$ cat config.mk
export PLATFORM = sky130hd
export DESIGN_NAME = fpu_issue_ctrl
export DESIGN_NICKNAME = d
export VERILOG_FILES = /design/src/rtl/fpu_issue_ctrl.sv
export SDC_FILE = /design/constraint.sdc
export NUM_CORES = 1
export LEC_CHECK = 0
export ABC_AREA = 1
export BUFFER_PORTS_ARGS = -buffer_cell sky130_fd_sc_hd__buf_2
export CAP_MARGIN = 20
export CORE_UTILIZATION = 49
export DETAILED_ROUTE_END_ITERATION = 6
export PLACE_DENSITY = 0.85
export SKIP_LAST_GASP = 1
export SYNTH_ARGS = -nofsm -noshare
export SYNTH_HDL_FRONTEND = slang
export SYNTH_SLANG_ARGS = --single-unit
$ cat constraint.sdc
create_clock -name clk -period 2.3 [get_ports clk]
set_clock_uncertainty 0.2 [all_clocks]
set_input_delay 0.345 -clock clk [delete_from_list [all_inputs] [get_ports clk]]
set_output_delay 0.345 -clock clk [all_outputs]
set_load 0.01 [all_outputs]
$ cat src/rtl/fpu_issue_ctrl.sv
// fpu_issue_ctrl: one-op-at-a-time sequencer between the FP execute stage and the FPU.
// Optional WAIT-state timeout (forced qNaN error completion) is built when FPU_TIMEOUT_EN is defined.
module fpu_issue_ctrl #(
    parameter int TIMEOUT_CYCLES = 64,
    parameter int TAG_W          = 5
) (
    input  logic             clk,
    input  logic             rstn,
    input  logic             req_valid,
    output logic             req_ready,
    input  logic [31:0]      req_a,
    input  logic [31:0]      req_b,
    input  logic [1:0]       req_sel,
    input  logic [TAG_W-1:0] req_tag,
    output logic [31:0]      fpu_a,
    output logic [31:0]      fpu_b,
    output logic [1:0]       fpu_sel,
    output logic             fpu_stall,
    input  logic             fpu_done,
    input  logic [31:0]      fpu_result,
    input  logic             fpu_overflow,
    input  logic             fpu_underflow,
    output logic             rsp_valid,
    input  logic             rsp_ready,
    output logic [31:0]      rsp_data,
    output logic [TAG_W-1:0] rsp_tag,
    output logic [1:0]       rsp_flags,
    output logic             rsp_err
);

    typedef enum logic [1:0] {
        ST_IDLE  = 2'd0,
        ST_ISSUE = 2'd1,
        ST_WAIT  = 2'd2,
        ST_RESP  = 2'd3
    } state_t;

    localparam logic [31:0] QNAN = 32'h7FC0_0000;

    state_t             state_q, state_d;
    logic               req_ready_q, req_ready_d;
    logic               rsp_valid_q, rsp_valid_d;
    logic [31:0]        fpu_a_q, fpu_a_d;
    logic [31:0]        fpu_b_q, fpu_b_d;
    logic [1:0]         fpu_sel_q, fpu_sel_d;
    logic [TAG_W-1:0]   tag_q, tag_d;
    logic [31:0]        rsp_data_q, rsp_data_d;
    logic [1:0]         rsp_flags_q, rsp_flags_d;
    logic               expired_s;

`ifdef FPU_TIMEOUT_EN
    localparam int CNT_W = ($clog2(TIMEOUT_CYCLES + 1) > 8) ? $clog2(TIMEOUT_CYCLES + 1) : 8;
    localparam logic [CNT_W-1:0] CNT_LAST = CNT_W'(TIMEOUT_CYCLES - 1);

    logic [CNT_W-1:0]   cnt_q, cnt_d;
    logic               rsp_err_q, rsp_err_d;

    // WAIT-cycle counter: zero outside WAIT, so it is clear on every entry to WAIT
    always_comb begin
        cnt_d = '0;
        if (state_q == ST_WAIT) begin
            cnt_d = cnt_q + {{(CNT_W-1){1'b0}}, 1'b1};
        end else begin
            cnt_d = '0;
        end
    end

    assign expired_s = (state_q == ST_WAIT) && (cnt_q == CNT_LAST);

    // Error flag: a real completion always wins over expiry in the same cycle
    always_comb begin
        rsp_err_d = rsp_err_q;
        if (state_q == ST_WAIT) begin
            if (fpu_done) begin
                rsp_err_d = 1'b0;
            end else if (expired_s) begin
                rsp_err_d = 1'b1;
            end else begin
                rsp_err_d = rsp_err_q;
            end
        end else begin
            rsp_err_d = rsp_err_q;
        end
    end

    // Timeout counter and error flag registers
    always_ff @(posedge clk or negedge rstn) begin
        if (!rstn) begin
            cnt_q     <= '0;
            rsp_err_q <= 1'b0;
        end else begin
            cnt_q     <= cnt_d;
            rsp_err_q <= rsp_err_d;
        end
    end

    assign rsp_err = rsp_err_q;
`else
    assign expired_s = 1'b0;
    assign rsp_err   = 1'b0;
`endif

    // Next-state and datapath capture for the IDLE/ISSUE/WAIT/RESP sequence
    always_comb begin
        state_d     = state_q;
        req_ready_d = req_ready_q;
        rsp_valid_d = rsp_valid_q;
        fpu_a_d     = fpu_a_q;
        fpu_b_d     = fpu_b_q;
        fpu_sel_d   = fpu_sel_q;
        tag_d       = tag_q;
        rsp_data_d  = rsp_data_q;
        rsp_flags_d = rsp_flags_q;
        case (state_q)
            ST_IDLE: begin
                if (req_valid && req_ready_q) begin
                    state_d     = ST_ISSUE;
                    req_ready_d = 1'b0;
                    fpu_a_d     = req_a;
                    fpu_b_d     = req_b;
                    fpu_sel_d   = req_sel;
                    tag_d       = req_tag;
                end else begin
                    state_d     = ST_IDLE;
                    req_ready_d = 1'b1;
                end
            end
            // fpu_done is deliberately ignored here: it may still reflect the previous op
            ST_ISSUE: begin
                state_d = ST_WAIT;
            end
            ST_WAIT: begin
                if (fpu_done) begin
                    state_d     = ST_RESP;
                    rsp_valid_d = 1'b1;
                    rsp_data_d  = fpu_result;
                    rsp_flags_d = {fpu_overflow, fpu_underflow};
                end else if (expired_s) begin
                    state_d     = ST_RESP;
                    rsp_valid_d = 1'b1;
                    rsp_data_d  = QNAN;
                    rsp_flags_d = 2'b00;
                end else begin
                    state_d     = ST_WAIT;
                end
            end
            ST_RESP: begin
                if (rsp_ready) begin
                    state_d     = ST_IDLE;
                    rsp_valid_d = 1'b0;
                    req_ready_d = 1'b1;
                end else begin
                    state_d     = ST_RESP;
                end
            end
            default: begin
                state_d     = ST_IDLE;
                req_ready_d = 1'b1;
                rsp_valid_d = 1'b0;
            end
        endcase
    end

    // Sequencer state, handshake flags, FPU operand and response registers
    always_ff @(posedge clk or negedge rstn) begin
        if (!rstn) begin
            state_q     <= ST_IDLE;
            req_ready_q <= 1'b1;
            rsp_valid_q <= 1'b0;
            fpu_a_q     <= 32'h0;
            fpu_b_q     <= 32'h0;
            fpu_sel_q   <= 2'b00;
            tag_q       <= '0;
            rsp_data_q  <= 32'h0;
            rsp_flags_q <= 2'b00;
        end else begin
            state_q     <= state_d;
            req_ready_q <= req_ready_d;
            rsp_valid_q <= rsp_valid_d;
            fpu_a_q     <= fpu_a_d;
            fpu_b_q     <= fpu_b_d;
            fpu_sel_q   <= fpu_sel_d;
            tag_q       <= tag_d;
            rsp_data_q  <= rsp_data_d;
            rsp_flags_q <= rsp_flags_d;
        end
    end

    // Stall the divider only while a finished result is being held back by the consumer
    assign fpu_stall = rsp_valid_q & ~rsp_ready;

    assign req_ready = req_ready_q;
    assign rsp_valid = rsp_valid_q;
    assign fpu_a     = fpu_a_q;
    assign fpu_b     = fpu_b_q;
    assign fpu_sel   = fpu_sel_q;
    assign rsp_tag   = tag_q;
    assign rsp_data  = rsp_data_q;
    assign rsp_flags = rsp_flags_q;

endmodule

## Yosys cells after proc, flatten, opt, wreduce, memory -nomap -nowiden

Index checks and enable logic that the tools add are counted.

| storage, ports and cells | value |
|---|---|
| logic and storage cells | 34 |
| input port bits | 110 |
| bits in registers | 109 |

| cells by class | value |
|---|---|
| mux-type cells | 10 |
| reductions and logical operators | 8 |
| eq/ne operators | 5 |
| bitwise operators | 2 |

Operators with widths:

| operator | count |
|---|---|
| $pmux W2 S4 | 1 |
| $mux W1 | 6 |
| $reduce_and A2 Y1 | 3 |
| $eq A2 B2 Y1 const B | 2 |
| $ne A2 B2 Y1 const B | 2 |
| $pmux W1 S2 | 2 |
| $reduce_bool A2 Y1 | 2 |
| $reduce_and A3 Y1 | 1 |
| $eq A2 B1 Y1 const B | 1 |
| $logic_not A2 Y1 | 1 |
| $mux W2 | 1 |
| $and A1 B1 Y1 | 1 |
| $logic_and A1 B1 Y1 | 1 |
| $not A1 Y1 | 1 |

## Logic depth before layout (Yosys ltp)

Gate-level depths: netlist of run 1.

| logic depth | value |
|---|---|
| word-level depth | 3 |
| mapped depth | 6 |
| mapped depth without buffers | 5 |

## Worst setup path before layout of run 1

No wires, ideal clock.

| timing path | value |
|---|---|
| kind | register to register |
| from | register req_ready_q (netlist: req_ready) |
| to | register fpu_a_q[0] (netlist: fpu_a[0]) |
| cell stages (with the launch flop) | 6 |
| slack | 0.880 ns |
| arrival | 1.153 ns |
| data required time | 2.034 ns |
| clock period less this slack | 1.420 ns |
| cells stage by stage | dfstp_2 nand2_1 inv_2 buf_1 nand3_1 nand2_1 |

| on the way | value |
|---|---|
| word-level cells in the longest chain between the ends | 2 |

RTL lines:

| what | line | source |
|---|---|---|
| start: declaration | 41 | `logic req_ready_q, req_ready_d;` |
| start signal: assignment | 178 | `req_ready_q <= req_ready_d;` |
| $logic_and A1 B1 Y1 | 116 | `if (req_valid && req_ready_q) begin` |
| $reduce_and A2 Y1 (no line) | - |  |
| end signal: assignment | 180 | `fpu_a_q <= fpu_a_d;` |
| end: declaration | 43 | `logic [31:0] fpu_a_q, fpu_a_d;` |

Every way passes these cells.
A chain may end at the register's enable or synchronous reset.

## Worst setup path in the final report of run 1

| timing path | value |
|---|---|
| from | register req_ready_q (netlist: req_ready) |
| to | register fpu_sel_q[0] (netlist: fpu_sel[0]) |

| on the way | value |
|---|---|
| word-level cells in the longest chain between the ends | 2 |

RTL lines:

| what | line | source |
|---|---|---|
| $logic_and A1 B1 Y1 | 116 |  |
| $reduce_and A2 Y1 (no line) | - |  |
| end signal: assignment | 182 | `fpu_sel_q <= fpu_sel_d;` |
| end: declaration | 45 | `logic [1:0] fpu_sel_q, fpu_sel_d;` |

Every way passes these cells.

==> results.ini, run 1 <==
[critical_path]
path_buf_inv=2
path_class=flop to flop
cp-end-kind=flop
cp_slowest_cell=dfstp_2
crit_path_max_incr_delay_ns=0.56
crit_path_max_fanout=72
crit_top_cell=nand2_1
startpoint_type=flop
crit_required_ns=2.38
cp_top_family=buffers and inverters
crit_chain=nand2_1 -> inv_2 -> buf_4 -> nand3_1 -> nand2_1
critPathArrivalTime_ns=1.92

[grt]
use_met1_pct=28.59
grt_pass1_wl_mm=16.63
grtUsageMet2_pct=40.06
antenna_found_initial=0
grt_busiest_layer=met2
gr-total-overflow=0
grt_max_degree=73
grt_usage_pct=23.71
grt_pass1_vias=3713
use_met3_pct=5.104

[detailed_routing]
post_drt_via_cell_ratio=4.964
vias=3966
wl_mm=10.81
first_pass_iters=4
first_iter_violations=204
drcViolationCount=0
wl_per_cell_microns=13.53
postRouteAntennaNets=0

[sta]
slew_violations=0
rsz0062_at_grt=false
worst_pin_slew_ns=0.7265
slew_headroom_pct=51.57
fin_ws_ns=0.4602
post-route-period-util_pct=79.99
hold_viol=0
finalCriticalPeriod_ns=1.840
finalSetupTns_ns=0
finalSetupViolations=0
max_freq_ghz=0.5435

[finish]
final_area_sq_mm=0.005709
final_cell_mix=buf_2, nand2_1, dfrtp_1
antennaDiodeCount=0
layout_commonest_cell=buf_2
nNetsFinal=799
drive_gt1_share_pct=35.45
synthToLayoutAreaGrowth_pct=32.95
fill_cells=681

[yosys]
ys_ff_latch=109
syn_nets=588
syn-mean-instance-area_sq_um=8.984
yosysSeqAreaShare_pct=63.55
yosysWarnings=0
netlist_area_sq_mm=0.004294
yosysUniqueCellTypes=15
synth_cells=478

[cts]
clk_pin_slew_ns=0.11
cts_tree=done
cts.sinks=109
cts_buffer_depth=2
numCtsBuffers=9
root_buffer=clkbuf_8
htreeDepth=3
cts_resized=0
insertion_delay_ns=0.35
postCtsSetupBuffers=0

[die]
core_sq_mm=0.008341
rows=33
initial_utilization_pct=51.49
die_w_microns=95.62
die_y_microns=95.62
ioPinCount=219
die_area_sq_mm=0.009142

[pwr]
ir_drop_v=0.0008249
cellLeakagePower_uw=0.003433
power_density_mw_per_mm2=1284

[flow_run]
max_cap_violations=0

[hold_path]
min_path_type=input pin to flop

[placed_design]
dp_hpwl_mm=7.629
place_ws_ns=0.5271
numPortBuffers=217
dpl_cell_area_sq_mm=0.005463
routabilityCongestion=0.7640

[run_status]
outcome=complete, no violations

-- cell type report --
type / count / area (sq um) / share of cell area, %
multi-input cells: 299 / 1275 / 22.33
repair buffers: 229 / 1214 / 21.26
well taps: 105 / 131.4 / 2.301
clock buffers: 10 / 137.6 / 2.411
clock inverters: 6 / 68.82 / 1.205
inverters: 41 / 153.9 / 2.696
flip-flops and latches: 109 / 2729 / 47.80
-- Yosys cell counts (all sizes together) --
library cell / number / area (sq um)
nand2: 187 / 704.4
dfrtp: 108 / 2703
nand3: 76 / 385.4
inv: 41 / 153.9
o21ai: 34 / 170.2
buf: 27 / 128.9
clkbuf: 2 / 7.510
conb: 1 / 3.750
dfstp: 1 / 26.28
nor2: 1 / 11.26
-- stage by stage --
step	hold WS, ns	util (%)	instances	total power [uW]
global placement	0.1793	65.50	779	6047
detailed placement	0.1906	65.50	779	6198
CTS	0.00008443	68.33	798	7390
floorplan	-0.1506	-	478	4870
finish	0.01443	68.45	799	7329
global route	0.001782	68.45	799	7914
-- repair_timing --
action | in CTS | in global routing
endpoints found under the setup margin | 0 | 0
hold buffers | 3 | 1
hold endpoints to repair | 43 | 1
-- cell families (layout without fill, tap and decap cells) --
family                 after synthesis  after routing  synth area share [%]
and+or+nand+nor                    264            264                 25.64
other                                1              1               0.08733
DFF                                109            109                 63.55
AOI/OAI and AO/OA                   34             34                 3.963
buffers and inverters               70            286                 6.760
-- worst paths after layout --
check	start	end	slack (ns)	cells past startpoint
max	req_ready	fpu_sel[0]	0.46	5
min reg2reg	fpu_sel[0]	fpu_sel[0]	0.27	2
max in group asynchronous	rstn	fpu_sel[0]	0.91	3
max reg2reg	req_ready	fpu_sel[0]	0.46	5
min in group asynchronous	rstn	rsp_data[3]	0.32	2
min	req_a[29]	fpu_a[29]	0.01	3
-- flip-flops by register name (all words and copies together) (netlist names) --
name,count
fpu_a,32
fpu_b,32
fpu_sel,2
req_ready,1
rsp_data,32
rsp_flags,2
rsp_tag,5
rsp_valid,1
state_q,2
-- layer usage --
metal / vias up / part of all wire, % / wire length [microns]
met5: - / 0 / 0
met4: 0 / 3.7 / 405
met3: 32 / 6.6 / 712
met2: 156 / 49 / 5279
met1: 1870 / 41 / 4410
li1: 1908 / - / -
-- power by group --
group	internal, uW	switching [uW]	leakage, uW
Combinational	1110	1770	0.00197
Sequential	2790	469	0.00136
Clock	542	640	0.000103
Total	4450	2880	0.00343
-- worst reg2reg max path: stages, from the launching register on --
cell     delay (ns)
dfstp_2        0.56
nand2_1        0.07
inv_2          0.06
buf_4          0.55
nand3_1        0.23
nand2_1        0.11
Power figures use the tool's default switching activity.
==> inputs of run 2 (changes only) <==
ABC_AREA = 0   (was 1)
CORE_UTILIZATION = 46   (was 49)
PLACE_DENSITY = 0.8   (was 0.85)
clock period = 1.9 ns   (was 2.3 ns; I/O delays follow)
==> run 2 against run 1 <==
Effect of this change:
- sequential power rose by 30%
- routed wire length is 17% higher
- combinational power up 67%
- largest power group is now combinational cells
- critical endpoint is now fpu_b[8]
==> results.ini, run 2 <==
[run_status]
outcome=complete, no violations  ; unchanged

[pwr]
p_seq_share_pct=39.5  ; was 44.5%
power_density_mw_per_mm2=1504  ; was 1284 mW/mm^2
switching_power_uw=3452  ; was 2884 uW
power_frac_clock_pct=15.6  ; was 16.1%
ir_drop_v=0.0009607  ; was 0.0008249 V
p_sw_share_pct=32.22  ; was 39.35%
p_int_uw=7261  ; was 4445 uW
comb_power_share_pct=44.9  ; was 39.4%
cellLeakagePower_uw=0.003544  ; was 0.003433 uW

[sta]
hold_viol=0  ; unchanged
max_freq_ghz=0.5443  ; was 0.5435 GHz
finalSetupTns_ns=0  ; unchanged
finalSetupViolations=0  ; unchanged
post-route-period-util_pct=96.69  ; was 79.99%
rsz0062_at_grt=true  ; was false
slew_violations=0  ; unchanged
finalCriticalPeriod_ns=1.837  ; was 1.840 ns

[detailed_routing]
drcViolationCount=0  ; unchanged
first_pass_iters=4  ; unchanged
first_iter_violations=48  ; was 204
vias=3435  ; was 3966
wl_per_cell_microns=17.71  ; was 13.53 microns
wl_mm=12.68  ; was 10.81 mm
post_drt_via_cell_ratio=4.797  ; was 4.964
postRouteAntennaNets=0  ; unchanged

[yosys]
synth_top_area_share_pct=60.57  ; was 62.94%
synth_common_cells=dfrtp_1, mux2_4, mux2_2  ; was nand2_1, dfrtp_1, nand3_1
synthTopCellsByArea=dfrtp_1, mux2_4, mux2_2  ; was dfrtp_1, nand2_1, nand3_1
yosysSeqAreaShare_pct=61.16  ; was 63.55%
yosysWarnings=0  ; unchanged
syn-mean-instance-area_sq_um=18.51  ; was 8.984 sq um
syn_nets=351  ; was 588
ys_ff_latch=109  ; unchanged
synth_cells=241  ; was 478
synth_edf_count=0  ; unchanged
synthFlopType=dfrtp_1  ; unchanged
yosysUniqueCellTypes=21  ; was 15
synth_most_common_cell=dfrtp_1  ; was nand2_1
synthArstFlopShare_pct=100.0  ; unchanged
synth_top_area_cell=dfrtp_1  ; unchanged
netlist_area_sq_mm=0.004462  ; was 0.004294 sq mm

[critical_path]
crit_required_ns=1.95  ; was 2.38 ns
startpoint_type=flop  ; unchanged
crit_path_max_incr_delay_ns=0.54  ; was 0.56 ns
crit_top_cell=buf_4  ; was nand2_1
crit_chain=nor4bb_4 -> buf_4 -> buf_4 -> mux2_4  ; was nand2_1 -> inv_2 -> buf_4 -> nand3_1 -> nand2_1
critPathArrivalTime_ns=1.89  ; was 1.92 ns
path_class=flop to flop  ; unchanged
r2r_setup_slack_ns=0.06  ; was 0.46 ns
cp-end-kind=flop  ; unchanged
crit_path_max_fanout=8  ; was 72
cp_slowest_cell=dfstp_2  ; unchanged

[die]
die_w_microns=100.5  ; was 95.62 microns
initial_utilization_pct=47.83  ; was 51.49%
die_y_microns=100.5  ; was 95.62 microns
die_area_sq_mm=0.01010  ; was 0.009142 sq mm
core_sq_mm=0.009328  ; was 0.008341 sq mm
ioPinCount=219  ; unchanged
rows=35  ; was 33

[grt]
grt_max_degree=38  ; was 73
gr-total-overflow=0  ; unchanged
grt_pass1_wl_mm=18.80  ; was 16.63 mm
antenna_found_initial=0  ; unchanged
grt_pass1_vias=3762  ; was 3713
grt_usage_pct=24.90  ; was 23.71%

[finish]
layout_commonest_cell=buf_2  ; unchanged
nNetsFinal=692  ; was 799
multi_input_area_sq_mm=0.001556  ; was 0.001275 sq mm
drive_gt1_share_pct=61.16  ; was 35.45%
synthToLayoutAreaGrowth_pct=59.65  ; was 32.95%
antennaDiodeCount=0  ; unchanged
final_core_util_pct=76.36  ; was 68.45%
final_area_sq_mm=0.007123  ; was 0.005709 sq mm
final_cell_mix=buf_2, dfrtp_1, dlygate4sd3_1  ; was buf_2, nand2_1, dfrtp_1
regArea_sq_mm=0.002729  ; unchanged
fill_cells=529  ; was 681

[placed_design]
numPortBuffers=217  ; unchanged
dp_hpwl_mm=7.034  ; was 7.629 mm
routabilityCongestion=0.7128  ; was 0.7640
dpl_cell_area_sq_mm=0.005723  ; was 0.005463 sq mm

[cts]
numCtsBuffers=9  ; unchanged
clk_pin_slew_ns=0.09  ; was 0.11 ns
cts_buffer_depth=2  ; unchanged
root_buffer=clkbuf_8  ; unchanged
insertion_delay_ns=0.36  ; was 0.35 ns
htreeDepth=3  ; unchanged
cts.sinks=109  ; unchanged
cts_tree=done  ; unchanged

[hold_path]
min_path_type=input pin to flop  ; unchanged

[flow_run]
max_cap_violations=0  ; unchanged

==> run 2: changes by cell type in the layout (fill, tap and decap cells not counted), moves of 4 or more <==
cell           previous run  this run
o21ai_0                  34         0
dlygate4sd3_1             4       107
nand2_1                 186         1
mux2_4                    0        70
buf_12                    2         6
inv_1                    40         0
mux2_2                    0        35
nand3_1                  75         1
==> run 2: worst paths after layout <==
path                               from      endpoint  cells after the start
setup reg to reg              req_ready      fpu_b[8]                      4
setup / recovery              req_ready      fpu_b[8]                      4
hold / removal                 fpu_done     rsp_valid                      3
max in group asynchronous          rstn     req_ready                      3
min in group asynchronous          rstn     fpu_b[27]                      2
hold reg to reg            rsp_data[25]  rsp_data[25]                      1
==> run 2: cells by family after synthesis <==
group / Yosys count / synth area share (%)
DFF: 109 / 61.16
AOI/OAI and AO/OA: 3 / 0.5047
other: 1 / 0.08405
and+or+nand+nor: 10 / 1.711
buffers and inverters: 13 / 4.150
muxes: 105 / 32.39
==> run 2: power by group through the flow <==
| stage | combinational (uW) | sequential [uW] | clock, uW |
|---|---|---|---|
| global placement | 4330 | 4140 | 0 |
| CTS | 4680 | 4170 | 1700 |
| detailed placement | 4440 | 4190 | 0 |
| finish | 4810 | 4230 | 1670 |
| global route | 5100 | 4350 | 1790 |
| floorplan | 2230 | 4710 | 0 |
==> run 2: routing by layer <==
metal | global-route usage (%) | routed length [microns] | share of wire (%) | vias to the layer above
met3 | 6.796 | 778 | 6.1 | 39
met5 | 0 | 0 | 0 | -
met4 | 11.93 | 463 | 3.7 | 0
met1 | 26.27 | 4718 | 37 | 1696
li1 | - | - | - | 1529
met2 | 45.79 | 6722 | 53 | 171
==> run 2: timing repair <==
action | in CTS | in global routing
cloned | 1 | 2
endpoints found under the hold margin | 164 | 0
pin swaps | 1 | 0
endpoints found under the setup margin | 33 | 42
gates resized for setup | 1 | 2
buffers inserted | 1 | 1
hold buffers | 107 | 0
==> run 2: cell type report <==
cell class / count / area share (%)
Multi-Input combinational cell: 119 / 21.85
Sequential cell: 109 / 38.31
Clock buffer: 12 / 2.038
Timing Repair Buffer: 343 / 34.20
Tap cell: 129 / 2.266
Clock inverter: 4 / 1.335
==> run 2: through the flow <==
step | total power, uW | hold slack (ns) | setup WS, ns | instances
3_3_place_gp | 8473 | 0.03979 | 0.01117 | 589
3_5_place_dp | 8635 | 0.04408 | -0.02843 | 589
4_1_cts | 10550 | 0.01034 | 0.01547 | 714
6_report | 10710 | 0.02809 | 0.06280 | 716
2_1_floorplan | 6936 | -0.2106 | 0.05355 | 241
5_1_grt | 11240 | 0.05165 | -0.003830 | 716
==> run 2: worst max-delay path, delay by kind of cell, from the launching register on <==
| kind | cells | cell delay, ns |
|---|---|---|
| multiplexers | 1 | 0.32 |
| AND/OR/NAND/NOR | 1 | 0.23 |
| flip-flops | 1 | 0.54 |
| buffers and inverters | 2 | 0.43 |
